File: src/rtl/i2c_lut_cfg_sequencer.sv
// I2C configuration sequencer.
// Walks a combinational register LUT and issues one I2C register write per
// entry through a byte-level I2C master. It also supports a power-up delay,
// in-table delay entries, bounded NACK retry and restart-on-demand.
module i2c_lut_cfg_sequencer #(
    parameter int           INDEX_W   = 9,
    parameter int           REG_W     = 8,
    parameter int           PWRUP_DLY = 1_000_000,
    parameter int           DLY_UNIT  = 50_000,
    parameter logic [7:0]   DELAY_TAG = 8'hFF,
    parameter int           MAX_RETRY = 3,
    parameter int           RETRY_GAP = 10_000
) (
    input  logic                  clk,
    input  logic                  rst_n,
    input  logic                  start,
    input  logic [INDEX_W-1:0]    lut_size,
    output logic [INDEX_W-1:0]    lut_index,
    input  logic [REG_W+15:0]     lut_data,
    output logic                  i2c_req,
    output logic [7:0]            i2c_dev,
    output logic [REG_W-1:0]      i2c_reg,
    output logic [7:0]            i2c_wdata,
    input  logic                  i2c_done,
    input  logic                  i2c_nack,
    output logic                  busy,
    output logic                  cfg_done,
    output logic                  cfg_err,
    output logic [INDEX_W-1:0]    err_index
);

    // One shared counter serves the power-up wait, the retry gap and delay
    // entries; it is sized for the largest of the three.
    localparam int DLY_MAX = 255 * DLY_UNIT;
    localparam int CNT_MAX = (PWRUP_DLY > RETRY_GAP)
                           ? ((PWRUP_DLY > DLY_MAX) ? PWRUP_DLY : DLY_MAX)
                           : ((RETRY_GAP > DLY_MAX) ? RETRY_GAP : DLY_MAX);
    localparam int CNT_W   = $clog2(CNT_MAX + 1);
    localparam int RTY_W   = (MAX_RETRY < 1) ? 1 : $clog2(MAX_RETRY + 1);

    localparam logic [CNT_W-1:0] PWRUP_LAST = (PWRUP_DLY > 0) ? CNT_W'(PWRUP_DLY - 1) : '0;
    localparam logic [CNT_W-1:0] GAP_LAST   = (RETRY_GAP > 0) ? CNT_W'(RETRY_GAP - 1) : '0;
    localparam logic [RTY_W-1:0] RTY_LAST   = RTY_W'(MAX_RETRY);

    typedef enum logic [3:0] {
        S_PWRUP, S_FETCH, S_LATCH, S_ISSUE, S_WAIT,
        S_DELAY, S_GAP, S_NEXT, S_DONE, S_ERR
    } state_t;

    state_t               state_q;
    logic [CNT_W-1:0]     cnt_q;
    logic [RTY_W-1:0]     retry_q;
    logic [INDEX_W-1:0]   index_q;
    logic [INDEX_W-1:0]   eidx_q;
    logic                 req_q;
    logic [7:0]           dev_q;
    logic [REG_W-1:0]     reg_q;
    logic [7:0]           wdata_q;
    logic                 busy_q;
    logic                 done_q;
    logic                 err_q;

    // LUT word fields: {dev, reg, data}.
    logic [7:0]           lut_dev;
    logic [REG_W-1:0]     lut_reg;
    logic [7:0]           lut_wd;
    logic [CNT_W-1:0]     dly_cnt;
    logic [INDEX_W-1:0]   last_index;

    assign lut_dev    = lut_data[REG_W+15:REG_W+8];
    assign lut_reg    = lut_data[REG_W+7:8];
    assign lut_wd     = lut_data[7:0];
    assign dly_cnt    = CNT_W'(lut_wd) * CNT_W'(DLY_UNIT);
    assign last_index = lut_size - 1'b1;

    // Sequencer FSM; every output comes straight from a register.
    // NOTE: all state here uses non-blocking assignments so every register
    // samples the pre-edge values, independent of statement order.
    always_ff @(posedge clk or negedge rst_n) begin
        if (!rst_n) begin
            state_q <= S_PWRUP;
            cnt_q   <= '0;
            retry_q <= '0;
            index_q <= '0;
            eidx_q  <= '0;
            req_q   <= 1'b0;
            dev_q   <= '0;
            reg_q   <= '0;
            wdata_q <= '0;
            busy_q  <= 1'b0;
            done_q  <= 1'b0;
            err_q   <= 1'b0;
        end else begin
            case (state_q)
                S_PWRUP: begin
                    busy_q <= 1'b1;
                    if (cnt_q >= PWRUP_LAST) begin
                        cnt_q <= '0;
                        if (lut_size == '0) begin
                            state_q <= S_DONE;
                            done_q  <= 1'b1;
                            busy_q  <= 1'b0;
                        end else begin
                            state_q <= S_FETCH;
                        end
                    end else begin
                        cnt_q <= cnt_q + 1'b1;
                    end
                end
                S_FETCH: state_q <= S_LATCH;
                S_LATCH: begin
                    if (lut_dev == DELAY_TAG) begin
                        cnt_q   <= dly_cnt;
                        state_q <= S_DELAY;
                    end else begin
                        dev_q   <= lut_dev;
                        reg_q   <= lut_reg;
                        wdata_q <= lut_wd;
                        state_q <= S_ISSUE;
                    end
                end
                S_DELAY: begin
                    // A zero count still spends one cycle here.
                    if (cnt_q <= CNT_W'(1)) begin
                        cnt_q   <= '0;
                        state_q <= S_NEXT;
                    end else begin
                        cnt_q <= cnt_q - 1'b1;
                    end
                end
                S_ISSUE: begin
                    req_q   <= 1'b1;
                    state_q <= S_WAIT;
                end
                S_WAIT: begin
                    if (i2c_done) begin
                        req_q <= 1'b0;
                        if (!i2c_nack) begin
                            retry_q <= '0;
                            state_q <= S_NEXT;
                        end else if (retry_q < RTY_LAST) begin
                            retry_q <= retry_q + 1'b1;
                            cnt_q   <= '0;
                            state_q <= S_GAP;
                        end else begin
                            eidx_q  <= index_q;
                            err_q   <= 1'b1;
                            busy_q  <= 1'b0;
                            state_q <= S_ERR;
                        end
                    end
                end
                S_GAP: begin
                    // Re-issue the already latched fields; no re-fetch.
                    if (cnt_q >= GAP_LAST) begin
                        cnt_q   <= '0;
                        state_q <= S_ISSUE;
                    end else begin
                        cnt_q <= cnt_q + 1'b1;
                    end
                end
                S_NEXT: begin
                    if (index_q == last_index) begin
                        done_q  <= 1'b1;
                        busy_q  <= 1'b0;
                        state_q <= S_DONE;
                    end else begin
                        index_q <= index_q + 1'b1;
                        state_q <= S_FETCH;
                    end
                end
                S_DONE, S_ERR: begin
                    // Restart skips the power-up wait.
                    if (start) begin
                        done_q  <= 1'b0;
                        err_q   <= 1'b0;
                        eidx_q  <= '0;
                        retry_q <= '0;
                        index_q <= '0;
                        cnt_q   <= '0;
                        busy_q  <= 1'b1;
                        state_q <= S_FETCH;
                    end
                end
                default: state_q <= S_PWRUP;
            endcase
        end
    end

    assign lut_index = index_q;
    assign i2c_req   = req_q;
    assign i2c_dev   = dev_q;
    assign i2c_reg   = reg_q;
    assign i2c_wdata = wdata_q;
    assign busy      = busy_q;
    assign cfg_done  = done_q;
    assign cfg_err   = err_q;
    assign err_index = eidx_q;

endmodule

File: config.mk
export PLATFORM = sky130hd
export DESIGN_NAME = i2c_lut_cfg_sequencer
export DESIGN_NICKNAME = d
export VERILOG_FILES = /design/src/rtl/i2c_lut_cfg_sequencer.sv
export SDC_FILE = /design/constraint.sdc
export NUM_CORES = 1
export LEC_CHECK = 0
export CORE_UTILIZATION = 30
export DETAILED_ROUTE_END_ITERATION = 6
export GPL_TIMING_DRIVEN = 0
export RECOVER_POWER = 100
export SETUP_SLACK_MARGIN = 0.15
export SYNTH_ARGS = -nofsm -noshare
export SYNTH_HDL_FRONTEND = slang
export SYNTH_SLANG_ARGS = --single-unit
export TNS_END_PERCENT = 1
File: constraint.sdc
create_clock -name clk -period 2.36 [get_ports clk]
set_clock_uncertainty 0.1 [all_clocks]
set_input_delay 0.708 -clock clk [delete_from_list [all_inputs] [get_ports clk]]
set_output_delay 0.708 -clock clk [all_outputs]
set_load 0.01 [all_outputs]
==> After elaboration in Yosys (flattened, before gate mapping) <==
Index checks and enable logic that the tools add are counted.
{ "classes": {"add_sub_neg": 5, "n_mul": 1, "magnitude_cmp": 4, "eq_ne": 24, "n_mux": 51, "bitwise_logic": 1, "reduce_logical": 18} }
{ "ops": {"columns": ["op", "count"], "rows": [
  ["24-bit two-way mux", 8],
  ["24-bit case mux with 6 select lines", 1],
  ["9-bit two-way mux", 5],
  ["4-bit two-way mux", 9],
  ["4-bit case mux with 9 select lines", 1],
  ["9-bit case mux with 2 select lines", 2],
  ["24-bit by 1-bit adder with 24-bit output (second input constant)", 1],
  ["24-bit by 14-bit greater-or-equal comparator with 1-bit output (second input constant)", 1],
  ["24-bit by 20-bit greater-or-equal comparator with 1-bit output (second input constant)", 1],
  ["24-bit by 1-bit <= comparator with 1-bit output (second input constant)", 1],
  ["2-bit != test (second input constant)", 12],
  ["24-bit by 1-bit subtractor with 24-bit output (second input constant)", 1],
  ["8-bit by 12-bit multiplier with 20-bit output (second input constant)", 1],
  ["4-bit by 3-bit == test with 1-bit output (second input constant)", 4],
  ["1-bit two-way mux", 15],
  ["5-bit AND reduction", 3],
  ["6-bit AND reduction", 2],
  ["9-bit by 1-bit adder with 9-bit output (second input constant)", 1],
  ["9-bit == test", 1],
  ["9-bit logical NOT", 1],
  ["9-bit by 1-bit subtractor with 9-bit output (second input constant)", 1],
  ["4-bit by 2-bit == test with 1-bit output (second input constant)", 2],
  ["4-bit == test (second input constant)", 2],
  ["8-bit == test (second input constant)", 1],
  ["other kinds (20)", 27]
]} }
{ "word_totals": {"reg_bits": 76, "out_inout_bits": 46, "wordCells": 116} }

==> Longest topological paths before layout <==
{ "logic_depth": {"word_depth": 5, "depth_mapped": 15, "mapped_depth_nobuf": 14} }

==> Least setup slack after synthesis <==
Ideal clock, no wire load.
{ "synth_timing": {"path_kind": "input to register", "from": "in lut_data[2]", "to": "reg cnt_q[15]", "setup_ps": 132, "arrival_time_ps": 4136, "required_ps": 2128, "setup_slack_ps": -2007, "stages": 14, "path_cell_list": "ha_1 > ha_1 > inv_1 > fa_1 > inv_1 > fa_1 > ha_1 > o21ai_0 > o21bai_1 > a2111o_1 > a31o_2 > nand2_1 > o22ai_1 > or3b_1"} }
{ "synth_via": {"elab_chain_len": 3} }
{ "synth_lines": {"columns": ["item", "line", "source"], "rows": [
  ["from (decl)", "19", "input logic [REG_W+15:0] lut_data,"],
  ["8-bit by 12-bit multiplier with 20-bit output", "73", "assign dly_cnt = CNT_W'(lut_wd) * CNT_W'(DLY_UNIT);"],
  ["24-bit two-way mux", "112", "if (lut_dev == DELAY_TAG) begin"],
  ["24-bit case mux with 6 select lines", "94", "case (state_q)"],
  ["to (signal assigned)", "107", "cnt_q <= cnt_q + 1'b1;"],
  ["to (signal assigned)", "113", "cnt_q <= dly_cnt;"],
  ["to (signal assigned)", "128", "cnt_q <= cnt_q - 1'b1;"],
  ["to (decl)", "51", "logic [CNT_W-1:0] cnt_q;"]
]} }
No other way between the ends. The select of a mux whose other input is x is not followed.
A chain may end at the register's enable or synchronous reset.

==> Worst setup path after layout <==
{ "layout_timing": {"from": "in lut_data[4]", "to": "reg cnt_q[15]"} }
Same word-level chain as after synthesis.

==> summary.md <==
| Metric | Value |
|---|---|
| Crit start category | primary input |
| CTS Root Cell | clkbuf_16 |
| Proportion of layout cells with a drive suffix above 1 | 15.1% |
| Final Routed Wirelength | 19.2 mm |
| Clock Latency Late Sink | 0.35 ns |
| Port bufs | 83 |
| Final min period | 3.92 ns |
| Total iterations of the first detailed-routing run | 5 |
| CTS tree | done |
| Register with the most flip-flops | cnt_q |
| Worst hold path class | reg -> reg |
| Core Region | 20400 sq um |
| Hold Fails Final Rpt | 0 |
| Total gr overflow | 0 |
| Nets | 974 |
| Avg Vias per Cell | 5.39 |
| Dpl cell area | 7630 sq um |
| Largest net degree at the start of global routing | 56 |
| Top-level port count | 84 |
| DRC viols | 0 |
| Hpwl dp | 14.2 mm |
| Post-Syn Instances | 758 |
| Cell count of the worst reg-to-reg path | 8 |
| Worst Tran Pin Value | 1.25 ns |
| Placed Instances | 1112 |
| Routed Antenna Nets | 0 |
| Status | complete, but fails checks |
| Seq cells post-synth | 76 |
| Post-route insts no fill | 1139 |
| PwrDens | 1180 nW/um^2 |
| Final Cycle Share | 166% |
| Clock sink total | 76 |
| Setup TNS | -26.18 ns |
| Clk slew on worst S/H paths | 0.06 ns |
| Mapped Nets | 868 |
| Synth cell types | 74 |
| Headroom to the max-slew limit | 16.4% |
| Die width | 147 um |
| # hold bufs at CTS | 0 |
| Row count | 52 |
| Primary FF master, synth | dfrtp_1 |
| Worst path arrival time | 4.05 ns |
| Layout area overhead | 31.3% |
| Hold path cells | 2 |
| Final Wtd Congestion | 0.932 |
| Setup violators final | 39 |
| Vias in the first global route | 5831 |
| Setup WS pre-CTS | -2.68 ns |
| Die Ht | 147 um |
| Bufs on Longest Clock Path | 2 |
| Maximum vdd drop | 0.718 mV |
| Max_cap viols | 0 |
| F_max | 255 MHz |
| Crit path kind | in -> reg |
| Final Cell Area | 8310 sq um |
| Total Power | 0.00980 W |
| Fin worst setup slack | -1.56 ns |
| Detail-routed net length per standard cell | 16.9 um |
| Ys async rst share | 100% |
| CTS Buf Count | 9 |
| GRT Total Usage | 17.9% |
| RSZ-0062 raised after global routing | true |
| Initial Util | 31.0% |
| Synthesized area | 6320 sq um |
| N_diodes | 0 |
| Via count | 6139 |
| Antenna violations before repair | 0 |
| Lkg Pwr | 3.56 nW |
| Die footprint | 21700 sq um |
| Synth Warn # | 0 |
| Critical Path End Type | flop |
| Syn Area/Cell | 8.34 sq um |
| Fin. max-slew vios | 0 |
| First-pass GRT wire length | 30.7 mm |
| Register area share after synthesis | 30.1% |
| Post-synth EDFFs | 0 |
| Failing checks | negative setup slack |
| Crit path required time | 2.49 ns |
| CP max FO | 5 |
| DRT iter0 DRCs | 402 |
| Largest register FFs | 24 |
| Depth of the CTS H-tree | 3 |
==> cell families after synthesis <==
logic type | Yosys count | share of synthesized area (%)
AOI/OAI and AO/OA | 186 | 19.5
buffers and inverters | 70 | 4.41
and+or+nand+nor | 313 | 24.5
DFF | 76 | 30.1
adders and majority gates | 72 | 15.7
xor gates and xnor gates | 35 | 4.85
muxes | 6 | 0.950
==> cells in the final DEF (no fill, tap or decap), types with 7 or more instances in the layout <==
cell type / synthesis / layout
a21o_1: 8 / 8
a21oi_1: 32 / 27
a31oi_1: 8 / 7
buf_2: 10 / 9
buf_4: 1 / 14
clkbuf_1: 28 / 21
clkbuf_16: 0 / 9
clkbuf_4: 0 / 7
clkdlybuf4s50_1: 0 / 27
dfrtp_1: 76 / 74
dlygate4sd3_1: 0 / 42
fa_1: 12 / 12
ha_1: 60 / 45
ha_4: 0 / 13
inv_1: 30 / 26
nand2_1: 141 / 138
nand3_1: 28 / 28
nand4_1: 12 / 12
nor2_1: 41 / 40
nor2b_1: 7 / 7
nor3_1: 20 / 19
nor4_1: 12 / 12
o211ai_1: 9 / 9
o21ai_0: 58 / 53
or4_1: 7 / 7
xnor2_1: 27 / 26
xor2_1: 8 / 8
==> stage by stage <==
| stage | utilization [%] | hold WS (ns) |
|---|---|---|
| floorplan | - | 0.312 |
| global placement | 37.2 | 0.359 |
| detailed placement | 37.3 | 0.364 |
| CTS | 40.1 | 0.164 |
| global route | 40.7 | 0.388 |
| finish | 40.7 | 0.367 |
==> routing by layer <==
metal  GRT usage, %  part of all wire [%]
met5              0                     0
met4           6.08                   1.6
met3           3.26                   5.3
met2           27.5                    45
met1           25.1                    48
==> worst max-delay path, cell delays in order <==
cell,delay [ns]
buf_12,0.12
ha_4,0.24
ha_4,0.25
inv_2,0.03
fa_1,0.48
inv_1,0.05
fa_1,0.52
ha_4,0.23
o21ai_4,0.16
o21bai_2,0.10
a2111o_1,0.41
a31o_2,0.22
nand2_2,0.08
o22ai_2,0.08
or3b_1,0.38
==> final timing paths <==
| check | start | slack (ns) | end |
|---|---|---|---|
| max | lut_data[4] | -1.56 | cnt_q[15] |
| min | i2c_dev[3] | 0.37 | i2c_dev[3] |
| max reg2reg | state_q[3] | -0.49 | cnt_q[19] |
| min reg2reg | i2c_dev[3] | 0.37 | i2c_dev[3] |
| max in group asynchronous | rst_n | 0.29 | cnt_q[20] |
| min in group asynchronous | rst_n | 0.51 | lut_index[6] |
==> what timing repair did <==
action	4_1_cts	5_1_grt
buffers inserted	8	3
pin swaps	22	14
setup endpoints to repair	78	74
resized for setup	88	58
==> cell type report <==
cell class | instances | area, sq um
clock buffers | 11 | 243
inverters | 30 | 113
flip-flops and latches | 76 | 1900
fillers | 2063 | 12100
multi-input cells | 612 | 4510
well taps | 270 | 338
clock inverters | 5 | 85.1
repair buffers | 95 | 903
plain buffers | 40 | 214
==> synthesized netlist by cell type, types with 6 or more instances <==
| master | n | area (sq um) |
|---|---|---|
| a211oi_1 | 6 | 45.0 |
| a21o_1 | 8 | 60.1 |
| a21oi_1 | 32 | 160 |
| a22oi_1 | 6 | 45.0 |
| a31oi_1 | 8 | 50.1 |
| and3_1 | 7 | 43.8 |
| buf_2 | 10 | 50.1 |
| clkbuf_1 | 28 | 105 |
| dfrtp_1 | 76 | 1900 |
| fa_1 | 12 | 240 |
| ha_1 | 60 | 751 |
| inv_1 | 30 | 113 |
| mux2i_1 | 6 | 60.1 |
| nand2_1 | 141 | 529 |
| nand3_1 | 28 | 140 |
| nand4_1 | 12 | 75.1 |
| nor2_1 | 41 | 154 |
| nor2b_1 | 7 | 43.8 |
| nor3_1 | 20 | 100 |
| nor4_1 | 12 | 75.1 |
| o211ai_1 | 9 | 67.6 |
| o21a_1 | 6 | 45.0 |
| o21ai_0 | 58 | 290 |
| o31ai_1 | 7 | 52.6 |
| or4_1 | 7 | 52.6 |
| xnor2_1 | 27 | 236 |
| xor2_1 | 8 | 70.1 |
==> power breakdown <==
group	switching (W)	leakage, nW	internal [W]	total, W
Sequential	0.000357	0.959	0.00183	0.00218
Combinational	0.00358	2.44	0.00247	0.00605
Clock	0.000601	0.156	0.000960	0.00156
Note: power is estimated with default switching activity, not from simulation.
